**src/rtl/vga_draw_pkg.sv**
```systemverilog
// Shared encodings for the VGA box drawer:
// draw modes and raster FSM states.
package vga_draw_pkg;

  typedef enum logic [1:0] {
    MODE_PIECE   = 2'd0,
    MODE_POINTER = 2'd1,
    MODE_ERASE   = 2'd2
  } mode_e;

  typedef enum logic [1:0] {
    ST_IDLE = 2'd0,
    ST_DRAW = 2'd1,
    ST_DONE = 2'd2
  } state_e;

endpackage

```
**src/rtl/vga_box_drawer_raster_counter.sv**
```systemverilog
// Row-major dx/dy walker over a W x H box,
// with last-pixel and border flags for the current position.
module raster_counter
  import vga_draw_pkg::*;
#(
  parameter int W = 4,
  parameter int H = 4
) (
  input  logic clk,
  input  logic resetn,
  input  logic clr,
  input  logic en,
  output logic [((W > 1) ? $clog2(W) : 1)-1:0] dx,
  output logic [((H > 1) ? $clog2(H) : 1)-1:0] dy,
  output logic last,
  output logic border
);

  localparam int DXW = (W > 1) ? $clog2(W) : 1;
  localparam int DYW = (H > 1) ? $clog2(H) : 1;
  localparam logic [DXW-1:0] XMAX = DXW'(W - 1);
  localparam logic [DYW-1:0] YMAX = DYW'(H - 1);

  logic x_end;
  logic y_end;

  assign x_end  = (dx == XMAX);
  assign y_end  = (dy == YMAX);
  assign last   = x_end && y_end;
  // Boxes of width or height <= 2 have no interior, so this is always 1 there.
  assign border = (dx == '0) || x_end || (dy == '0) || y_end;

  always_ff @(posedge clk) begin
    if (!resetn) begin
      dx <= '0;
      dy <= '0;
    end else if (clr) begin
      dx <= '0;
      dy <= '0;
    end else if (en) begin
      if (x_end) begin
        dx <= '0;
        dy <= y_end ? '0 : dy + 1'b1;
      end else begin
        dx <= dx + 1'b1;
      end
    end
  end

endmodule

```
**src/rtl/vga_box_drawer.sv**
```systemverilog
// Rasters a BOX_W x BOX_H rectangle at a latched anchor,
// one registered pixel per clock, in piece/pointer/erase modes.
module vga_box_drawer
  import vga_draw_pkg::*;
#(
  parameter int BOX_W = 4,
  parameter int BOX_H = 4,
  parameter int X_W = 8,
  parameter int Y_W = 7,
  parameter int COLOUR_W = 3,
  parameter logic [COLOUR_W-1:0] BG_COLOUR = '0
) (
  input  logic                clk,
  input  logic                resetn,
  input  logic                start,
  input  logic [1:0]          mode,
  input  logic [X_W-1:0]      x_in,
  input  logic [Y_W-1:0]      y_in,
  input  logic [COLOUR_W-1:0] colour_in,
  output logic [X_W-1:0]      x_out,
  output logic [Y_W-1:0]      y_out,
  output logic [COLOUR_W-1:0] colour_out,
  output logic                plot,
  output logic                busy,
  output logic                done
);

  localparam int DXW = (BOX_W > 1) ? $clog2(BOX_W) : 1;
  localparam int DYW = (BOX_H > 1) ? $clog2(BOX_H) : 1;

  state_e state_q;
  state_e state_d;
  logic accept;
  logic drawing;

  logic [X_W-1:0]      x_base;
  logic [Y_W-1:0]      y_base;
  logic [COLOUR_W-1:0] colour_q;
  logic [1:0]          mode_q;

  logic [DXW-1:0] dx;
  logic [DYW-1:0] dy;
  logic last;
  logic border;

  assign drawing = (state_q == ST_DRAW);

  raster_counter #(
    .W(BOX_W),
    .H(BOX_H)
  ) u_cnt (
    .clk(clk),
    .resetn(resetn),
    .clr(accept),
    .en(drawing),
    .dx(dx),
    .dy(dy),
    .last(last),
    .border(border)
  );

  always_ff @(posedge clk) begin
    if (!resetn) state_q <= ST_IDLE;
    else         state_q <= state_d;
  end

  always_comb begin
    state_d = state_q;
    accept  = 1'b0;
    unique case (state_q)
      ST_IDLE: begin
        if (start) begin
          accept  = 1'b1;
          state_d = ST_DRAW;
        end
      end
      ST_DRAW: begin
        if (last) state_d = ST_DONE;
      end
      ST_DONE: begin
        // A start here chains straight into the next draw.
        accept  = start;
        state_d = start ? ST_DRAW : ST_IDLE;
      end
      default: state_d = ST_IDLE;
    endcase
  end

  always_ff @(posedge clk) begin
    if (!resetn) begin
      x_base   <= '0;
      y_base   <= '0;
      colour_q <= '0;
      mode_q   <= '0;
    end else if (accept) begin
      x_base   <= x_in;
      y_base   <= y_in;
      colour_q <= colour_in;
      mode_q   <= mode;
    end
  end

  always_ff @(posedge clk) begin
    if (!resetn) begin
      x_out      <= '0;
      y_out      <= '0;
      colour_out <= '0;
      plot       <= 1'b0;
      busy       <= 1'b0;
      done       <= 1'b0;
    end else begin
      busy <= drawing;
      done <= (state_q == ST_DONE);
      plot <= drawing &&
              ((mode_q != MODE_POINTER) || border);
      if (drawing) begin
        x_out      <= x_base + X_W'(dx);
        y_out      <= y_base + Y_W'(dy);
        colour_out <= (mode_q == MODE_ERASE) ? BG_COLOUR : colour_q;
      end
    end
  end

endmodule

```
**config.mk**
```make
export PLATFORM = sky130hd
export DESIGN_NAME = vga_box_drawer
export DESIGN_NICKNAME = d
export VERILOG_FILES = /design/src/rtl/vga_draw_pkg.sv /design/src/rtl/vga_box_drawer_raster_counter.sv /design/src/rtl/vga_box_drawer.sv
export SDC_FILE = /design/constraint.sdc
export NUM_CORES = 1
export LEC_CHECK = 0
export CAP_MARGIN = 20
export CORE_ASPECT_RATIO = 1.25
export CORE_MARGIN = 4
export CORE_UTILIZATION = 42
export CTS_CLUSTER_SIZE = 20
export DETAILED_ROUTE_END_ITERATION = 10
export PLACE_DENSITY = 0.67
export SLEW_MARGIN = 10
export SYNTH_ARGS = -nofsm -noshare
export SYNTH_HDL_FRONTEND = slang
export SYNTH_SLANG_ARGS = --single-unit
```
**constraint.sdc**
```tcl
create_clock -name clk -period 2.1 [get_ports clk]
set_clock_uncertainty 0.15 [all_clocks]
set_input_delay 0.315 -clock clk [delete_from_list [all_inputs] [get_ports clk]]
set_output_delay 0.315 -clock clk [all_outputs]
set_load 0.02 [all_outputs]
```
==> results of run 1 <==
[cell type report]
type,count,share of cell area
multi-input cells,127,0.338
clock buffers,8,0.0406
inverters,12,0.0183
well taps,56,0.0284
flip-flops and latches,47,0.382
repair buffers,49,0.193
[registers in the layout, indices dropped and copies added (netlist names)]
| name | cells |
|---|---|
| x_base | 8 |
| y_out | 7 |
| mode_q | 2 |
| colour_q | 3 |
| busy | 1 |
| plot | 1 |
| u_cnt.dx | 2 |
| u_cnt.dy | 2 |
| y_base | 7 |
| colour_out | 3 |
| state_q | 2 |
| x_out | 8 |
| done | 1 |
[kinds of logic after synthesis]
group | after synthesis | share of synthesized area
AO/OA/AOI/OAI | 60 | 0.213
XOR/XNOR | 4 | 0.0188
adder cells (fa/ha/maj) | 9 | 0.0684
buffers and inverters | 22 | 0.0496
flip-flops | 47 | 0.504
multiplexers | 1 | 0.00537
AND/OR/NAND/NOR | 53 | 0.141
[worst max-delay path, stage by stage (launching register included)]
cell	delay (ps)
dfxtp_2	370
ha_1	180
inv_1	60
fa_1	390
nand3b_1	230
or3_1	360
a31oi_1	150
[placed cells by master, fill, tap and decap left out]
cell type and n:
a21oi_1 14, a22o_1 19, a22o_2 1, nor2b_2 1
o21ai_0 15, xnor2_1 2, fa_1 2, nand3b_1 3
and2_1 1, clkbuf_8 7, ha_1 7, dfxtp_1 46
nand4_2 1, o31ai_1 1, or4_1 1, nand2_1 21
nand2b_1 3, nor4_1 1, or3_1 7, inv_2 1
buf_4 6, xor2_1 2, dfxtp_2 1, clkbuf_1 1
nand3_1 6, a31oi_1 7, a211oi_1 2, clkdlybuf4s50_1 43
inv_1 11, mux2i_1 1, a31o_2 1, nor2_1 8
[routing by layer]
layer / vias up / global-route usage / part of all wire
met5: - / 0 / 0
met4: 0 / 0.0669 / 0.018
met3: 7 / 0.0365 / 0.040
met2: 31 / 0.252 / 0.47
met1: 687 / 0.208 / 0.47
li1: 782 / - / -
[stage by stage]
stage,instance area [sq um],utilization
6_report,2470,0.588
5_1_grt,2470,0.588
4_1_cts,2470,0.588
3_5_place_dp,2370,0.564
3_3_place_gp,2370,0.564
2_1_floorplan,1870,-
[worst max-delay path by stage]
stage / cells past startpoint / from / slack (ps) / to
after floorplan: 6 / u_cnt.dy[0] / 240 / y_out[6]
after global placement: 6 / u_cnt.dy[0] / 120 / y_out[6]
after detailed placement: 6 / u_cnt.dy[0] / 110 / y_out[6]
after CTS: 6 / u_cnt.dy[0] / 80 / y_out[6]
after global routing: 6 / u_cnt.dy[0] / 20 / y_out[6]
final: 6 / u_cnt.dy[0] / 130 / y_out[6]
[power by group through the flow]
| stage | clock network [W] | registers, W | logic (W) |
|---|---|---|---|
| after floorplan | 0 | 0.00104 | 0.000126 |
| after global placement | 0 | 0.00102 | 0.000293 |
| after detailed placement | 0 | 0.00102 | 0.000297 |
| after CTS | 0.000604 | 0.000997 | 0.000298 |
| after global routing | 0.000635 | 0.00100 | 0.000323 |
| final | 0.000586 | 0.000997 | 0.000294 |
[cell usage after synthesis (all sizes together)]
| library cell | number |
|---|---|
| xor2 | 2 |
| a22o | 20 |
| mux2i | 1 |
| xnor2 | 2 |
| or3 | 7 |
| a31o | 1 |
| or4 | 1 |
| a31oi | 7 |
| inv | 12 |
| nor2b | 1 |
| nand4 | 1 |
| buf | 9 |
| and2 | 1 |
| a211oi | 2 |
| o31ai | 1 |
| dfxtp | 47 |
| nor4 | 1 |
| nand3b | 3 |
| a21oi | 14 |
| clkbuf | 1 |
| nand2b | 3 |
| fa | 2 |
| nand3 | 6 |
| nand2 | 21 |
| ha | 7 |
| nor2 | 8 |
| o21ai | 15 |
[repair_timing]
item                                    4_1_cts  5_1_grt
hold endpoints to repair                      0        0
buffers inserted                              0        0
endpoints found under the setup margin        0        1
gates resized for setup                       0        1
==> impl_metrics.csv, run 1 <==
group,metric,value,unit
sta,setup_tns,0,ps
clock_tree,cts_tree,"yes",
synthesis,synth.distinct_cells,30,
sta,hold_viol,0,
routing,drtPass1Iterations,4,
synthesis,synth-seq-cells,47,
critical_path,worst-setup-path-type,"flop to flop",
synthesis,synth_top_area_share,0.504,
critical_path,cp.arrival,2050,ps
power_and_ir_drop,seq_power_share,0.531,
synthesis,synth_top_area_cell,"dfxtp_1",
routing,vias,1507,
clock_tree,cts_num_sinks,47,
critical_path,rr_endpoint,"y_out[6]",
sta,slew_headroom,0.482,
global_routing,overflow,0,
hold_path,min-delay-start,"colour_out[2]",
routing,vias_per_cell,5.04,
sta,worst_hold_slack,309,ps
critical_path,worstPathMaxFanout,5,
layout,drive_above_1_share,0.0782,
synthesis,netlist_area,1870,sq um
layout,syn_to_final_growth,32.3,%
power_and_ir_drop,internal_power,0.00140,W
placed_design,place_congestion,0.756,
flow_run,cap_violations,0,
layout,seqCellArea,942,sq um
clock_tree,clkTransAtPathRegs,80,ps
routing,wl_per_cell,13.4,um
placed_design,dp_slack,110,ps
synthesis,avgSynthCellArea,9.52,sq um
sta,slew_violations,0,
layout,fin_nets,274,
floorplanning,die_area,5580,sq um
layout,stdcell_count,299,
synthesis,synthTopCellsByArea,"dfxtp_1 (50%), a22o_1 (8.9%), ha_1 (4.7%)",
clock_tree,cts_buffers,5,
sta,fin_crit_sh,0.939,
power_and_ir_drop,max-vdd-ir-drop,0.570,mV
sta,fin_crit,1970,ps
power_and_ir_drop,comb_power_share,0.156,
floorplanning,num_io_pins,44,
global_routing,track_usage,0.160,
floorplanning,fp.dieW,67.6,um
critical_path,rr_startpoint,"u_cnt.dy[0]",
routing,totalWireLength,4000,um
layout,n_antenna_cell,0,
floorplanning,core_area,4200,sq um
sta,rsz0062_at_grt,"no",
critical_path,worstPathRequired,2170,ps
power_and_ir_drop,p_clk_frac,0.312,
sta,fmax,507,MHz
global_routing,grt_max_degree,21,
critical_path,critPathCaptureType,"flop",
global_routing,first_global_vias,1421,
placed_design,placed_cells,291,
routing,drc,0,
clock_tree,clk_latency,290,ps
global_routing,grt_pass1_wl,6680,um
placed_design,portBuffers,43,
routing,drt.antenna.violating_nets,0,
routing,drt_iter0_markers,45,
clock_tree,clock_path_buffers,2,
sta,setup_viol,0,
synthesis,syn-num-nets,228,
synthesis,yosysWarnings,0,
hold_path,min_path_type,"flop to flop",
placed_design,dp_hpwl,2920,um
clock_tree,ctsHoldBuffers,0,
global_routing,antenna_found_initial,0,
floorplanning,die_h,82.5,um
power_and_ir_drop,power.density,761,nW/um^2
run_status,status,"finished clean",
clock_tree,cts_root_buf,"clkbuf_8",
power_and_ir_drop,p_switching,0.000474,W
critical_path,start_kind,"flop",
power_and_ir_drop,p_leak,0.914,nW
clock_tree,cts.htree.levels,2,
synthesis,ys_seq_area_frac,0.504,
layout,multi_input_area,835,sq um
layout,fillers,385,
critical_path,r2r_slack,130,ps
critical_path,reg2reg_depth,6,
sta,fin_ws,127,ps
floorplanning,num_rows,26,
power_and_ir_drop,finalPower,0.00188,W
hold_path,holdPathEnd,"colour_out[2]",
synthesis,netlist_instances,196,
power_and_ir_drop,switching_share,0.252,
floorplanning,start_util,0.445,
hold_path,hold-path-cell-count,2,
sta,worst_pin_slew,776,ps
Note: power is estimated with default switching activity, not from simulation.
==> inputs of run 2 (changes only) <==
--- a/constraint.sdc
+++ b/constraint.sdc
@@ -3,3 +3,3 @@
 set_input_delay 0.315 -clock clk [delete_from_list [all_inputs] [get_ports clk]]
 set_output_delay 0.315 -clock clk [all_outputs]
-set_load 0.02 [all_outputs]
+set_load 0.05 [all_outputs]
==> results of run 2 <==
The final DEF is identical to that of run 1. Status: finished clean.
Among the figures that moved: total power 0.00188 W -> 0.00194 W; worst IR drop on VDD 0.570 mV -> 0.592 mV
